$ cat config.mk
export PLATFORM = sky130hd
export DESIGN_NAME = serial_deserializer
export DESIGN_NICKNAME = d
export VERILOG_FILES = /design/src/rtl/deser_pkg.sv /design/src/rtl/deser_shift_core.sv /design/src/rtl/serial_deserializer.sv
export SDC_FILE = /design/constraint.sdc
export NUM_CORES = 1
export LEC_CHECK = 0
export ABC_AREA = 1
export CORE_UTILIZATION = 45
export CTS_CLUSTER_DIAMETER = 50
export DETAILED_ROUTE_END_ITERATION = 10
export GPL_ROUTABILITY_DRIVEN = 0
export PLACE_DENSITY = 0.71
export SYNTH_ARGS = -nofsm -noshare
export SYNTH_HDL_FRONTEND = slang
export SYNTH_SLANG_ARGS = --single-unit
$ cat constraint.sdc
create_clock -name clk -period 1.2 [get_ports clk]
set_input_delay 0.36 -clock clk [delete_from_list [all_inputs] [get_ports clk]]
set_output_delay 0.36 -clock clk [all_outputs]
set_load 0.01 [all_outputs]
$ cat src/rtl/deser_pkg.sv
// Shared types and constants for the framed serial deserializer.
// Frame: START_BIT, WIDTH data bits, optional even-parity bit, STOP_BIT.
package deser_pkg;

    typedef enum logic [1:0] {
        IDLE   = 2'd0,
        DATA   = 2'd1,
        PARITY = 2'd2,
        STOP   = 2'd3
    } deser_state_t;

    localparam logic START_BIT = 1'b1;
    localparam logic STOP_BIT  = 1'b0;

    // Bit counter only needs to reach WIDTH-1; it saturates there instead of wrapping.
    function automatic int cnt_width(input int width);
        return (width < 2) ? 1 : $clog2(width);
    endfunction

endpackage

$ cat src/rtl/deser_shift_core.sv
// Data shift register and bit counter for one frame; MSB_FIRST picks the shift direction.
// Latency: word reflects a shifted bit one edge after shift_en; last_bit is combinational.
// Backpressure: none; the controlling FSM decides when to shift or clear.
module deser_shift_core
    import deser_pkg::*;
#(
    parameter int WIDTH     = 8,
    parameter int MSB_FIRST = 1
) (
    input  logic             clk,
    input  logic             rst,
    input  logic             shift_en,
    input  logic             clear,
    input  logic             bit_in,
    output logic [WIDTH-1:0] word,
    output logic             last_bit
);

    localparam int CW = cnt_width(WIDTH);

    logic [CW-1:0] cnt;

    assign last_bit = (cnt == CW'(WIDTH - 1));

    always_ff @(posedge clk or posedge rst) begin
        if (rst) begin
            cnt  <= '0;
            word <= '0;
        end else if (clear) begin
            cnt  <= '0;
            word <= '0;
        end else if (shift_en) begin
            if (!last_bit)
                cnt <= cnt + CW'(1);
            if (MSB_FIRST != 0)
                word <= {word[WIDTH-2:0], bit_in};
            else
                word <= {bit_in, word[WIDTH-1:1]};
        end
    end

endmodule

$ cat src/rtl/serial_deserializer.sv
// Framed serial-to-parallel receiver with a one-word holding register on a valid/ready output.
// Latency: dout_valid rises on the edge sampling the stop bit; optional parity via SERIAL_DESER_PARITY_EN.
// Backpressure: a good frame finding the holding register full and undrained is dropped and flagged as overrun.
module serial_deserializer
    import deser_pkg::*;
#(
    parameter int WIDTH     = 8,
    parameter int MSB_FIRST = 1
) (
    input  logic             clk,
    input  logic             rst,
    input  logic             in,
    output logic [WIDTH-1:0] dout,
    output logic             dout_valid,
    input  logic             dout_ready,
    output logic             frame_err,
    output logic             overrun
`ifdef SERIAL_DESER_PARITY_EN
    ,
    output logic             parity_err
`endif
);

    deser_state_t     state;
    logic [WIDTH-1:0] word;
    logic             last_bit;
    logic             shift_en;
    logic             clear;

    assign shift_en = (state == DATA);
    assign clear    = (state == IDLE);

    deser_shift_core #(
        .WIDTH     (WIDTH),
        .MSB_FIRST (MSB_FIRST)
    ) u_core (
        .clk      (clk),
        .rst      (rst),
        .shift_en (shift_en),
        .clear    (clear),
        .bit_in   (in),
        .word     (word),
        .last_bit (last_bit)
    );

`ifdef SERIAL_DESER_PARITY_EN
    logic parity_bad;
`endif

    always_ff @(posedge clk or posedge rst) begin
        if (rst) begin
            state      <= IDLE;
            dout       <= '0;
            dout_valid <= 1'b0;
            frame_err  <= 1'b0;
            overrun    <= 1'b0;
`ifdef SERIAL_DESER_PARITY_EN
            parity_err <= 1'b0;
            parity_bad <= 1'b0;
`endif
        end else begin
            frame_err <= 1'b0;
            overrun   <= 1'b0;
`ifdef SERIAL_DESER_PARITY_EN
            parity_err <= 1'b0;
`endif
            // A load in STOP below overrides this drain on the same edge.
            if (dout_valid && dout_ready)
                dout_valid <= 1'b0;

            case (state)
                IDLE: begin
                    if (in == START_BIT)
                        state <= DATA;
                end
                DATA: begin
                    if (last_bit) begin
`ifdef SERIAL_DESER_PARITY_EN
                        state <= PARITY;
`else
                        state <= STOP;
`endif
                    end
                end
`ifdef SERIAL_DESER_PARITY_EN
                PARITY: begin
                    parity_bad <= (^word) ^ in;
                    state      <= STOP;
                end
`endif
                STOP: begin
                    state <= IDLE;
                    if (in != STOP_BIT) begin
                        frame_err <= 1'b1;
`ifdef SERIAL_DESER_PARITY_EN
                    end else if (parity_bad) begin
                        parity_err <= 1'b1;
`endif
                    end else if (!dout_valid || dout_ready) begin
                        dout       <= word;
                        dout_valid <= 1'b1;
                    end else begin
                        overrun <= 1'b1;
                    end
                end
                default: state <= IDLE;
            endcase
        end
    end

endmodule

==> flow_summary.yaml, run 1 <==
setup_path:
  critPathTopFamily: "flip-flops"
  setup.worst_path.class: "flop to output port"
  worstRegToRegCells: 5
  instance_count_on_the_critical_path: 1
  path_cells: "buf_6"
  cp_slowest_cell: "dfrtp_1"
  critical_path_buf_inv_count: 1
  critical_path_required_ps: 840
  crit_path_start_kind: "flop"
  arrival_ps: 850
  worst_path_largest_cell_delay_ps: 420
  worst-path-max-fanout: 2
  type_of_element_capturing_the_critical_path: "output port"
pwr:
  total_switching_power_uw: 993
  share_seq_of_total_power_pct: 43.1
  p_int_uw: 2080
  powerDensity_mw_per_mm2: 2390
  share_clk_of_total_power_pct: 18.3
  static-leakage-power_uw: 0.000692
  power.share.switching_pct: 32.3
  power.total_uw: 3070
  vdd.ir_drop.worst_mv: 1.56
  p_comb_share_pct: 38.6
timing:
  fmax_mhz: 826
  grt_setup_unrepaired: "true"
  finalHoldViolations: 0
  maxSlewHeadroom_pct: 84.2
  worst_clock_skew_ps: 7.43
  fin_ws_ps: -10.5
  maxSlewViolCount: 0
  worst_pin_slew_ps: 236
  setup_viol: 2
  final_min_period_over_clock_period_pct: 101
  tns_ps: -15.2
  layout_min_cycle_time_ps: 1210
route:
  post_drt_via_cell_ratio: 4.56
  routedLengthMet1_um: 742
  average_wire_per_cell_in_the_routed_design_um: 10.2
  drt_first_pass_iters: 4
  drt_iter0_drc: 17
  num_vias: 707
  drt_wl_total_um: 1580
  highest_layer: "met4"
  route.met2.wl_um: 744
  dr_wl_met3_um: 51
  final_antenna_net_count: 0
  drcViolationCount: 0
placed_design:
  hpwl_um: 1100
  placement.io_buffers: 14
floorplan:
  die_width_um: 47.7
  die_area_mm2: 0.00227
  dieHeight_um: 47.7
  placementRows: 16
  floorplan.initialDensity_pct: 47.9
  boundaryPins: 15
  design.core.area_mm2: 0.00196
logic_synthesis:
  synth_area_per_cell_um2: 9.89
  cell_taking_the_most_area_after_synthesis: "dfrtp_1"
  synth-seq-cells: 24
  netlist_instances: 95
  synth_top_family_by_area: "simple AND/OR/NAND/NOR gates"
  synth.yosys.seq_area_share_pct: 63.9
  synth.distinct_cells: 13
  synth_top_cells_by_area: "dfrtp_1 (64%), nand2_1 (9.6%), inv_1 (5.6%), nand3_1 (4.8%), o22ai_1 (4.7%)"
  synthXorXnorAreaFrac_pct: 0
  postSynthNetCount: 101
  post_synth_fa_ha_maj_area_fraction_pct: 2.66
  synth_simple_gate_area_share_pct: 20.1
  synth_largest_type_area_fraction_pct: 63.9
  syn-cell-area_um2: 940
  synthesis.yosys.warnings: 0
  yosys-mux-area-fraction_pct: 0
  complex_gate_fraction_of_the_synthesized_area_pct: 6.79
clocking:
  max-clock-path-buffers: 2
  cts_hold_fix_bufs: 0
  clkSlewWorstSetupHoldPaths_ps: 130
  cts_made_buffers: 3
  htree_num_levels: 1
  cts_tree: "yes"
  cts.sink_count: 24
  ctsRootBufferMaster: "clkbuf_4"
  clk-insertion-delay-late_ps: 310
global_routing:
  gr-usage-all-layers_pct: 15.7
  grt_antenna_before_repair: 0
  grt_first_pass_wirelength_um: 2420
  grt_overflow_total: 0
  largest_net_degree_at_the_start_of_global_routing: 25
  grt_pass1_vias: 563
cells_and_area:
  layout_cells_sized_above_1_pct: 32.0
  core_occupancy_in_the_finished_layout_pct: 65.4
  nets: 135
  mostFrequentLayoutCells: "nand2_1 (23), dfrtp_1 (23), inv_1 (13), buf_4 (13)"
  antenna-diode-count: 0
  area_delta_synth_final_pct: 36.5
  register_area_um2: 602
  filler_cell_count: 184
  total_area_of_multi_input_combinational_cells_um2: 297
run:
  max_capacitance_violation_total: 0
min_path:
  hold_crit_path_type: "primary input to asynchronous set/reset pin"
outcome:
  failing_checks: "setup timing"
  status: "complete, but fails checks"
==> metal layers <==
metal  track usage, %  vias up
met1             21.4      316
met5                0        -
met3             2.26        4
met4             10.0        0
li1                 -      371
met2             23.5       16
==> Yosys cell counts <==
master	instances
ha_1	2
nand2_2	2
nor2_1	5
nor2_4	1
dfrtp_1	24
nand2_4	1
clkinv_1	1
nand3_1	9
nand2_1	24
o22ai_1	7
buf_2	1
inv_1	14
o21ai_0	4
==> logic make-up (layout without fill, tap and decap cells) <==
logic type	after synthesis	in the layout
AND/OR/NAND/NOR	42	43
adder cells (fa/ha/maj)	2	2
flip-flops	24	24
buffers and inverters	16	48
AO/OA/AOI/OAI	11	11
==> state kept, by name (all words and copies together) (netlist names) <==
name	count
u_core.cnt	3
overrun	1
dout	8
frame_err	1
dout_valid	1
state	2
u_core.word	8
==> area by class of cell <==
cell class | count | area share (%)
sequential | 24 | 46.9
multi-input combinational | 56 | 23.1
timing repair buffer | 29 | 18.8
inverter | 15 | 4.39
tap | 27 | 2.63
clock inverter | 1 | 2.34
clock buffer | 3 | 1.76
==> what timing repair did <==
| action | in CTS | in global routing |
|---|---|---|
| pin swaps | 0 | 2 |
| gates resized for setup | 48 | 8 |
| buffers inserted | 3 | 1 |
| setup endpoints to repair | 14 | 22 |
| gates cloned | 0 | 1 |
==> final timing paths <==
check                              start              to  slack (ps)
setup / recovery                 dout[5]         dout[5]         -10
hold / removal                       rst  u_core.word[5]         360
setup reg to reg           u_core.cnt[0]   u_core.cnt[1]          70
hold reg to reg            u_core.cnt[0]   u_core.cnt[0]         500
max in group asynchronous            rst        state[0]         690
min in group clk           u_core.cnt[0]   u_core.cnt[0]         500
==> through the flow <==
step / setup WS [ps] / std cells / instance area, um2 / hold slack [ps]
2_1_floorplan: 97.3 / 95 / 940 / 375
3_3_place_gp: -228 / 146 / 1220 / 468
3_5_place_dp: -253 / 146 / 1220 / 481
4_1_cts: -31.6 / 153 / 1240 / 354
5_1_grt: -62.0 / 155 / 1280 / 372
6_report: -10.5 / 155 / 1280 / 358
==> power groups by stage <==
stage / combinational, uW / sequential, uW / clock (uW)
3_3_place_gp: 1110 / 1320 / 0
5_1_grt: 1340 / 1370 / 608
3_5_place_dp: 1140 / 1330 / 0
6_report: 1190 / 1320 / 562
2_1_floorplan: 519 / 1370 / 0
4_1_cts: 1120 / 1310 / 584
Note: power is estimated with default switching activity, not from simulation.
==> run 2: changes to the inputs <==
Settings changed: CTS_CLUSTER_DIAMETER 50 to 150.
==> results of run 2 <==
The final DEF is identical to that of run 1; final timing and power are the same.
